===== src/rtl/alu_issue_stage_pkg.sv =====
// rtl/alu_issue_stage_pkg.sv - ALU function codes shared by the issue stage and the ALU.
// Config macro ALU_ISSUE_FWD_EN (writeback forwarding) is consumed by the files importing this.
package alu_issue_stage_pkg;

  localparam int ALU_FW = 4;

  typedef enum logic [ALU_FW-1:0] {
    ALU_NOTHING = 4'd0,
    ALU_ADD     = 4'd1,
    ALU_SUB     = 4'd2,
    ALU_AND     = 4'd3,
    ALU_OR      = 4'd4,
    ALU_XOR     = 4'd5,
    ALU_NOR     = 4'd6,
    ALU_SLT     = 4'd7,
    ALU_SLTU    = 4'd8,
    ALU_SLL     = 4'd9,
    ALU_SRL     = 4'd10,
    ALU_SRA     = 4'd11,
    ALU_LUI     = 4'd12
  } alu_fn_e;

endpackage


===== src/rtl/alu_issue_entry.sv =====
// rtl/alu_issue_entry.sv - one issue payload register with writeback forwarding compare.
// Forwarding compare and stored indices exist only when ALU_ISSUE_FWD_EN is defined.
module alu_issue_entry
  import alu_issue_stage_pkg::*;
#(
  parameter int DW = 32,
  parameter int FW = ALU_FW,
  parameter int RW = 5
) (
  input  logic          clk,
  input  logic          rst,
  input  logic          i_load,
  input  logic [DW-1:0] i_a,
  input  logic [DW-1:0] i_b,
  input  logic [FW-1:0] i_fn,
`ifdef ALU_ISSUE_FWD_EN
  input  logic [RW-1:0] i_rs_idx,
  input  logic [RW-1:0] i_rt_idx,
  input  logic          i_b_is_reg,
  input  logic          i_wb_valid,
  input  logic [RW-1:0] i_wb_idx,
  input  logic [DW-1:0] i_wb_data,
  output logic [RW-1:0] o_rs_idx,
  output logic [RW-1:0] o_rt_idx,
  output logic          o_b_is_reg,
`endif
  output logic [DW-1:0] o_a,
  output logic [DW-1:0] o_b,
  output logic [FW-1:0] o_fn
);

  logic [DW-1:0] r_a;
  logic [DW-1:0] r_b;
  logic [FW-1:0] r_fn;

`ifdef ALU_ISSUE_FWD_EN
  logic [RW-1:0] r_rs_idx;
  logic [RW-1:0] r_rt_idx;
  logic          r_b_is_reg;
  logic [RW-1:0] w_rs_idx;
  logic [RW-1:0] w_rt_idx;
  logic          w_b_is_reg;
  logic [DW-1:0] w_a;
  logic [DW-1:0] w_b;
  logic          w_wb_live;

  // The same compare serves both a fresh capture and a held value.
  always_comb begin
    w_rs_idx   = i_load ? i_rs_idx   : r_rs_idx;
    w_rt_idx   = i_load ? i_rt_idx   : r_rt_idx;
    w_b_is_reg = i_load ? i_b_is_reg : r_b_is_reg;
    w_a        = i_load ? i_a        : r_a;
    w_b        = i_load ? i_b        : r_b;
    w_wb_live  = i_wb_valid && (i_wb_idx != '0);
    if (w_wb_live && (i_wb_idx == w_rs_idx)) w_a = i_wb_data;
    if (w_wb_live && w_b_is_reg && (i_wb_idx == w_rt_idx)) w_b = i_wb_data;
  end

  always_ff @(posedge clk) begin
    if (rst) begin
      r_a        <= '0;
      r_b        <= '0;
      r_fn       <= FW'(ALU_NOTHING);
      r_rs_idx   <= '0;
      r_rt_idx   <= '0;
      r_b_is_reg <= 1'b0;
    end else begin
      r_a        <= w_a;
      r_b        <= w_b;
      r_rs_idx   <= w_rs_idx;
      r_rt_idx   <= w_rt_idx;
      r_b_is_reg <= w_b_is_reg;
      if (i_load) r_fn <= i_fn;
    end
  end

  assign o_rs_idx   = r_rs_idx;
  assign o_rt_idx   = r_rt_idx;
  assign o_b_is_reg = r_b_is_reg;
`else
  always_ff @(posedge clk) begin
    if (rst) begin
      r_a  <= '0;
      r_b  <= '0;
      r_fn <= FW'(ALU_NOTHING);
    end else if (i_load) begin
      r_a  <= i_a;
      r_b  <= i_b;
      r_fn <= i_fn;
    end
  end
`endif

  assign o_a  = r_a;
  assign o_b  = r_b;
  assign o_fn = r_fn;

endmodule


===== src/rtl/alu_issue_stage.sv =====
// rtl/alu_issue_stage.sv - ALU issue register with a 2-entry skid buffer and operand build.
// Optional writeback forwarding into held operands: define ALU_ISSUE_FWD_EN.
module alu_issue_stage
  import alu_issue_stage_pkg::*;
#(
  parameter int DW = 32,
  parameter int FW = ALU_FW,
  parameter int RW = 5
) (
  input  logic          clk,
  input  logic          rst,
  input  logic          in_valid,
  output logic          in_ready,
  input  logic [DW-1:0] in_rs_val,
  input  logic [DW-1:0] in_rt_val,
  input  logic [RW-1:0] in_rs_idx,
  input  logic [RW-1:0] in_rt_idx,
  input  logic [15:0]   in_imm,
  input  logic          in_imm_sel,
  input  logic          in_imm_signed,
  input  logic [FW-1:0] in_alu_function,
  input  logic          wb_valid,
  input  logic [RW-1:0] wb_idx,
  input  logic [DW-1:0] wb_data,
  output logic          out_valid,
  input  logic          out_ready,
  output logic [DW-1:0] a_in,
  output logic [DW-1:0] b_in,
  output logic [FW-1:0] alu_function
);

  logic          r_out_valid;
  logic          r_skid_valid;
  logic          w_accept;
  logic          w_out_open;
  logic          w_out_load;
  logic          w_skid_load;
  logic [DW-1:0] w_imm_ext;
  logic [DW-1:0] w_new_b;
  logic [DW-1:0] w_skid_a;
  logic [DW-1:0] w_skid_b;
  logic [FW-1:0] w_skid_fn;

  assign w_accept    = in_valid && in_ready;
  assign w_out_open  = !r_out_valid || out_ready;
  assign w_out_load  = w_out_open && (r_skid_valid || w_accept);
  assign w_skid_load = w_accept && !w_out_open;

  assign w_imm_ext = {{(DW-16){in_imm_signed & in_imm[15]}}, in_imm};
  assign w_new_b   = in_imm_sel ? w_imm_ext : in_rt_val;

  // The skid only fills while the output register is stalled, so it always drains first.
  always_ff @(posedge clk) begin
    if (rst) begin
      r_out_valid  <= 1'b0;
      r_skid_valid <= 1'b0;
    end else begin
      if (w_out_open) r_out_valid <= r_skid_valid || w_accept;
      if (w_out_open) r_skid_valid <= 1'b0;
      else if (w_accept) r_skid_valid <= 1'b1;
    end
  end

  assign in_ready  = !r_skid_valid;
  assign out_valid = r_out_valid;

`ifdef ALU_ISSUE_FWD_EN
  logic [RW-1:0] w_skid_rs_idx;
  logic [RW-1:0] w_skid_rt_idx;
  logic          w_skid_b_is_reg;
  logic [RW-1:0] w_unused_out_rs_idx;
  logic [RW-1:0] w_unused_out_rt_idx;
  logic          w_unused_out_b_is_reg;
`else
  logic w_unused;
  assign w_unused = ^{in_rs_idx, in_rt_idx, wb_valid, wb_idx, wb_data};
`endif

  alu_issue_entry #(.DW(DW), .FW(FW), .RW(RW)) u_skid (
    .clk        (clk),
    .rst        (rst),
    .i_load     (w_skid_load),
    .i_a        (in_rs_val),
    .i_b        (w_new_b),
    .i_fn       (in_alu_function),
`ifdef ALU_ISSUE_FWD_EN
    .i_rs_idx   (in_rs_idx),
    .i_rt_idx   (in_rt_idx),
    .i_b_is_reg (!in_imm_sel),
    .i_wb_valid (wb_valid),
    .i_wb_idx   (wb_idx),
    .i_wb_data  (wb_data),
    .o_rs_idx   (w_skid_rs_idx),
    .o_rt_idx   (w_skid_rt_idx),
    .o_b_is_reg (w_skid_b_is_reg),
`endif
    .o_a        (w_skid_a),
    .o_b        (w_skid_b),
    .o_fn       (w_skid_fn)
  );

  alu_issue_entry #(.DW(DW), .FW(FW), .RW(RW)) u_out (
    .clk        (clk),
    .rst        (rst),
    .i_load     (w_out_load),
    .i_a        (r_skid_valid ? w_skid_a  : in_rs_val),
    .i_b        (r_skid_valid ? w_skid_b  : w_new_b),
    .i_fn       (r_skid_valid ? w_skid_fn : in_alu_function),
`ifdef ALU_ISSUE_FWD_EN
    .i_rs_idx   (r_skid_valid ? w_skid_rs_idx   : in_rs_idx),
    .i_rt_idx   (r_skid_valid ? w_skid_rt_idx   : in_rt_idx),
    .i_b_is_reg (r_skid_valid ? w_skid_b_is_reg : !in_imm_sel),
    .i_wb_valid (wb_valid),
    .i_wb_idx   (wb_idx),
    .i_wb_data  (wb_data),
    .o_rs_idx   (w_unused_out_rs_idx),
    .o_rt_idx   (w_unused_out_rt_idx),
    .o_b_is_reg (w_unused_out_b_is_reg),
`endif
    .o_a        (a_in),
    .o_b        (b_in),
    .o_fn       (alu_function)
  );

endmodule

===== config.mk =====
export PLATFORM = sky130hd
export DESIGN_NAME = alu_issue_stage
export DESIGN_NICKNAME = d
export VERILOG_FILES = /design/src/rtl/alu_issue_stage_pkg.sv /design/src/rtl/alu_issue_entry.sv /design/src/rtl/alu_issue_stage.sv
export SDC_FILE = /design/constraint.sdc
export NUM_CORES = 1
export LEC_CHECK = 0
export ABC_AREA = 1
export BUFFER_PORTS_ARGS = -buffer_cell sky130_fd_sc_hd__buf_2
export CAP_MARGIN = 20
export CORE_MARGIN = 10
export CORE_UTILIZATION = 47
export CTS_BUF_LIST = sky130_fd_sc_hd__clkbuf_8
export DETAILED_ROUTE_END_ITERATION = 7
export HOLD_SLACK_MARGIN = 0.03
export PLACE_DENSITY_LB_ADDON = 0.15
export RECOVER_POWER = 100
export SETUP_SLACK_MARGIN = 0.15
export SYNTH_ARGS = -nofsm -noshare
export SYNTH_HDL_FRONTEND = slang
export SYNTH_SLANG_ARGS = --single-unit
export TNS_END_PERCENT = 20

===== constraint.sdc =====
create_clock -name clk -period 1 [get_ports clk]
set_input_delay 0.2 -clock clk [delete_from_list [all_inputs] [get_ports clk]]
set_output_delay 0.2 -clock clk [all_outputs]
set_load 0.01 [all_outputs]

==> out/metrics.cfg, run 1 <==
[status]
status=finished, violations left
violations=negative setup slack

[detailed_routing]
wirelength_um=19900
wire_per_inst_um=14.8
drt_pass1_iterations=5
drc=0
via_count=6587
drtIter0Drc=620
antenna_left=0
detail_route.vias_per_cell=4.92

[clocking]
clockBufferDepth=2
cts.clk_slew.worst_paths_ns=0.07
clockRootBuffer=clkbuf_8
clock_latency_ns=0.45
cts_tree=done
cts_buffers=17
cts_sinks=138
htree_num_levels=4

[logic_synthesis]
synth_edf_count=0
ys_ff_latch=138
synth_top_area_share_pct=44.4
ys_async_sr_fraction_pct=0
ys.flop_type=dfxtp_1
netlist_area_um2=6230
synthTopCellsByArea=dfxtp_1 44%, nand2_1 20%, nor2_1 12%
synth.most_common_cell=nand2_1
ys_types=18
yosys-top-cells-count=334 x nand2_1, 197 x nor2_1, 138 x dfxtp_1
postSynthAreaPerCell_um2=6.47
synth_cells=962
synth_warnings=0
synth_nets=1100
ys_seq_area_share_pct=44.4
yosysTopAreaCell=dfxtp_1

[worst_setup_path]
crit_arrival_ns=1.67
worstPathRequired_ns=1.38
start_kind=flip-flop
r2r_start=r_skid_valid$_SDFFE_PP0P_
path_max_fanout=7
endpoint_kind=flip-flop
reg2regPathDepth=8
r2r-end=u_skid.o_b[19]$_SDFFE_PP0P_
critical_path_class=flip-flop to flip-flop
rrSetupSlack_ns=-0.29

[final_layout]
fin_nets=1293
drive_above_1_share_pct=32.8
design_area_um2=9120
areaGrowthSynthToFinish_pct=46.4

[sta]
fin_crit_sh_pct=129
fin_skew_ns=0.0113
max_freq_mhz=776
slew_viol_final=0
period_needed_ns=1.29
hold_violations=0
rsz0062_at_grt=true
setup_ws_ns=-0.289
setup_viol=206
max_slew_margin_pct=77.5
tightestPinTransition_ns=0.338

[power]
p_clk_share_pct=32.9
power_leakage_uw=0.00452
ir_worst_vdd_mv=0.711
swShare_pct=27.9
power_frac_comb_pct=20.8
power_density_nw_per_um2=1450
power.internal_uw=9570
power.switching_uw=3700
p_seq_share_pct=46.3

[global_routing]
grt_pass1_vias=6075
grt_usage_pct=20.1
antenna_found_initial=1
grt_start_max_net_pins=53
grt-ovfl-total=0
grt_pass1_wl_um=30200

[job]
drv_cap=0

[place]
port_buffers=159
placed_cell_area_um2=7320
gp_congestion=0.788
dp_slack_ns=-0.236
dp.final_hpwl_um=11500

[floorplan]
start_util_pct=48.8
row_count=41
die-width_um=135
fp.dieH_um=135
dieArea_um2=18300
core-area_um2=12800
io_pins=208

[hold_path]
min_to=u_skid.o_a[27]$_SDFFE_PP0P_
hp-start=in_rs_val[27]
hp-class=primary input to flip-flop
holdPathStages=3

==> how the worst max path moves through the flow <==
stage	startpoint	cells after the start	endpoint	slack, ns
2_1_floorplan	out_valid$_SDFFE_PP0P_	7	u_skid.o_a[13]$_SDFFE_PP0P_	-0.10
3_3_place_gp	out_ready	7	u_out.o_a[0]$_SDFFE_PP0P_	-0.25
3_5_place_dp	r_skid_valid$_SDFFE_PP0P_	6	u_out.o_a[0]$_SDFFE_PP0P_	-0.24
4_1_cts	r_skid_valid$_SDFFE_PP0P_	3	in_ready	-0.31
5_1_grt	r_skid_valid$_SDFFE_PP0P_	8	u_skid.o_b[23]$_SDFFE_PP0P_	-0.35
6_report	r_skid_valid$_SDFFE_PP0P_	8	u_skid.o_b[19]$_SDFFE_PP0P_	-0.29
==> cell type report <==
cell class              count  area, um^2
inverters                  55         216
clock inverters            12         109
diodes                      1        2.50
fillers                  1027        3660
repair buffers            238        2350
multi-input cells         705        3100
clock buffers              19         262
flip-flops and latches    138        2860
well taps                 172         215
==> cells by family (layout without fill, tap and decap cells) <==
kind of cell | Yosys count | in the layout | synth area share, %
flip-flops | 138 | 138 | 44.4
AND/OR/NAND/NOR | 568 | 568 | 35.4
AO/OA/AOI/OAI | 137 | 137 | 11.0
other | 0 | 1 | 0
buffers and inverters | 119 | 324 | 9.26
==> sequential cells by signal (all words and copies together), names as in the netlist <==
signal and flops:
out_valid 1, r_skid_valid 1, u_out.o_a 32, u_out.o_b 32, u_out.o_fn 4, u_skid.o_a 32
u_skid.o_b 32, u_skid.o_fn 4
==> metrics by stage <==
| stage | hold WS, ns | utilization, % | TNS (ns) | cells | total power [uW] |
|---|---|---|---|---|---|
| detailed placement | 0.454 | 57.3 | -25.62 | 1265 | 8180 |
| CTS | 0.0315 | 68.1 | -35.90 | 1325 | 13100 |
| global placement | 0.450 | 57.3 | -23.31 | 1265 | 8160 |
| global route | 0.0358 | 71.3 | -44.26 | 1339 | 13900 |
| finish | 0.0261 | 71.4 | -32.96 | 1340 | 13300 |
| floorplan | 0.335 | - | -7.89 | 962 | 7370 |
==> routing by layer <==
layer	GRT usage, %	vias up	share of wire [%]
li1	-	3349	-
met1	23.9	2975	42
met2	32.9	220	48
met3	7.31	43	7.5
met4	6.40	0	1.9
met5	0	-	0
==> cell usage in the layout, fill, tap and decap left out <==
master	Yosys	routed
clkinvlp_4	0	1
nand2_4	0	1
dfxtp_1	138	68
o21ai_0	85	12
clkbuf_16	0	5
a21oi_2	0	2
o21ai_2	0	39
buf_4	7	19
buf_2	35	89
buf_6	8	77
inv_1	52	55
dfxtp_2	0	68
nand2_2	4	2
nor2_4	0	3
or2_2	14	14
inv_4	0	1
buf_12	0	16
buf_16	0	2
dfxtp_4	0	2
bufinv_16	0	2
buf_8	0	6
clkbuf_8	0	19
inv_2	3	1
clkinv_2	0	6
or2_0	1	1
nand2_8	0	2
diode_2	0	1
nor2_2	1	2
nor2_1	197	193
bufbuf_16	0	3
dlygate4sd3_1	0	21
a21oi_1	48	46
nand3_1	17	17
nand2_1	334	333
inv_8	0	1
o21ai_1	4	38
==> power by group through the flow <==
| stage | clock network (uW) | logic (uW) | registers, uW |
|---|---|---|---|
| final | 4360 | 2760 | 6140 |
| after global routing | 4640 | 3060 | 6180 |
| after CTS | 4400 | 2540 | 6130 |
| after detailed placement | 0 | 2030 | 6150 |
| after global placement | 0 | 2020 | 6140 |
| after floorplan | 0 | 1110 | 6260 |
==> critical path, cell delays in order, from the launching register on <==
cell and delay [ns]:
dfxtp_4 0.36, inv_4 0.08, nand2_1 0.08, nor2_4 0.16, buf_12 0.13, buf_4 0.11
buf_12 0.11, nand2_1 0.06, a21oi_2 0.13
==> timing repair <==
action	CTS	global route
gates resized for setup	185	106
hold buffers	20	1
cloned	5	7
setup endpoints to repair	208	208
pin swaps	6	18
endpoints found under the hold margin	20	1
setup buffers	4	6
Power figures use the tool's default switching activity.
==> run 2, diff against run 1 <==
SETUP_SLACK_MARGIN = default   (was 0.15)
==> run 2 against run 1 <==
  * The flow still finishes with violations (negative setup slack)
  * Utilization up 4.9 points
  * Critical path depth unchanged
  * Global-route usage up 0.98 points
  * Sequential power up 0.7%
  * Clock skew down 0.0040 ns
  * Sequential share of layout area down 2.0 points
  * Register-to-register slack about the same
  * Combinational power up 13%
  * Cell area up 6.9%
  * Via count up 1.5%
  * Critical path type unchanged
  * Critical endpoint is now u_out.o_b[19]$_SDFFE_PP0P_
  * Largest cell class unchanged
==> out/metrics.cfg, run 2 (synthesis results as in run 1) <==
[worst_setup_path]
path_max_fanout=6
endpoint_kind=flip-flop
r2r_start=r_skid_valid$_SDFFE_PP0P_
reg2regPathDepth=8
r2r-end=u_out.o_b[19]$_SDFFE_PP0P_
critical_path_class=flip-flop to flip-flop
start_kind=flip-flop
crit_arrival_ns=1.64
rrSetupSlack_ns=-0.29
worstPathRequired_ns=1.35

[clocking]
clock_latency_ns=0.46
htree_num_levels=4
cts_tree=done
clockBufferDepth=2
cts.clk_slew.worst_paths_ns=0.07
clockRootBuffer=clkbuf_8
cts_buffers=17
cts_sinks=138

[sta]
tightestPinTransition_ns=0.286
slew_viol_final=0
setup_viol=208
max_freq_mhz=776
tns_ns=-36.91
setup_ws_ns=-0.289
hold_violations=0
period_needed_ns=1.29
rsz0062_at_grt=true
fin_skew_ns=0.00738
max_slew_margin_pct=81.0
fin_crit_sh_pct=129

[detailed_routing]
antenna_left=0
via_count=6688
drtIter0Drc=428
drc=0
wire_per_inst_um=14.9
wirelength_um=20300
detail_route.vias_per_cell=4.91
drt_pass1_iterations=5

[final_layout]
layout_common_cells=302 x nand2_1, 150 x nor2_1, 89 x buf_2
drive_above_1_share_pct=39.2
fin_nets=1310
areaGrowthSynthToFinish_pct=56.4
final_common_cell=nand2_1

[floorplan]
start_util_pct=48.8
core-area_um2=12800
dieArea_um2=18300
row_count=41
io_pins=208
fp.dieH_um=135
die-width_um=135

[place]
port_buffers=159
dp_slack_ns=-0.243
dp.final_hpwl_um=11700
gp_congestion=0.785

[power]
ir_worst_vdd_mv=1.02
power_frac_comb_pct=21.7
power_leakage_uw=0.00466
p_seq_share_pct=42.8
power.switching_uw=3920
power_density_nw_per_um2=1480
swShare_pct=27.2
p_clk_share_pct=35.5
power.internal_uw=10500

[hold_path]
hp-start=in_rs_val[25]
min_to=u_skid.o_a[25]$_SDFFE_PP0P_
holdPathStages=3
hp-class=primary input to flip-flop

[global_routing]
grt-ovfl-total=0
grt_usage_pct=21.0
grt_start_max_net_pins=59
grt_pass1_vias=6481
grt_pass1_wl_um=31400
antenna_found_initial=3

[status]
status=finished, violations left
violations=negative setup slack

[job]
drv_cap=0

==> run 2: final cells by class <==
cell class	count	area, um^2
clock buffer	22	303
tap	172	215
fill	934	3030
antenna	4	10.0
inverter	55	221
clock inverter	10	146
timing repair buffer	254	2590
multi-input combinational	706	3400
sequential	138	2860
==> run 2: per-stage QoR <==
step / hold slack, ns / cells / total power [uW] / utilization (%) / cell area, um^2
5_1_grt: 0.0268 / 1360 / 15100 / 76.2 / 9740
3_3_place_gp: 0.451 / 1270 / 8200 / 58.1 / 7420
6_report: 0.0353 / 1361 / 14400 / 76.3 / 9740
4_1_cts: 0.0304 / 1353 / 14100 / 72.4 / 9250
2_1_floorplan: 0.335 / 962 / 7370 / - / 6240
3_5_place_dp: 0.454 / 1270 / 8230 / 58.1 / 7420
==> run 2: power groups by stage <==
stage	clock network [uW]	logic (uW)	registers, uW
floorplan	0	1110	6260
global placement	0	2060	6140
detailed placement	0	2080	6160
CTS	5190	2820	6130
global route	5450	3420	6210
finish	5120	3130	6180
==> run 2: worst max-delay path: stages, from the launching register on <==
cell and delay [ns]:
dfxtp_2 0.35, inv_4 0.05, buf_6 0.12, nand2_8 0.07, buf_12 0.11, nand2_8 0.09, buf_8 0.16, nor2_1 0.15
a21oi_2 0.08
==> run 2: worst max path at each step <==
stage,startpoint,end,slack [ns]
global route,r_skid_valid$_SDFFE_PP0P_,u_skid.o_b[27]$_SDFFE_PP0P_,-0.35
finish,r_skid_valid$_SDFFE_PP0P_,u_out.o_b[19]$_SDFFE_PP0P_,-0.29
global placement,r_skid_valid$_SDFFE_PP0P_,u_skid.o_fn[2]$_SDFFE_PP0P_,-0.23
detailed placement,r_skid_valid$_SDFFE_PP0P_,u_skid.o_fn[2]$_SDFFE_PP0P_,-0.24
floorplan,out_valid$_SDFFE_PP0P_,u_skid.o_a[13]$_SDFFE_PP0P_,-0.10
CTS,r_skid_valid$_SDFFE_PP0P_,in_ready,-0.30
==> run 2: routing by layer <==
| metal | part of all wire [%] | wire length, um | vias up | GRT usage (%) |
|---|---|---|---|---|
| li1 | - | - | 3400 | - |
| met1 | 42 | 8510 | 3054 | 24.8 |
| met2 | 49 | 9950 | 202 | 34.3 |
| met3 | 6.9 | 1410 | 32 | 6.45 |
| met4 | 2.2 | 454 | 0 | 9.81 |
| met5 | 0 | 0 | - | 0 |
==> run 2: repair_timing <==
item	4_1_cts	5_1_grt
pin swaps	4	18
cloned	10	5
setup buffers	8	2
gates resized for setup	231	163
hold buffers	33	0
endpoints found under the hold margin	33	0
endpoints found under the setup margin	206	208
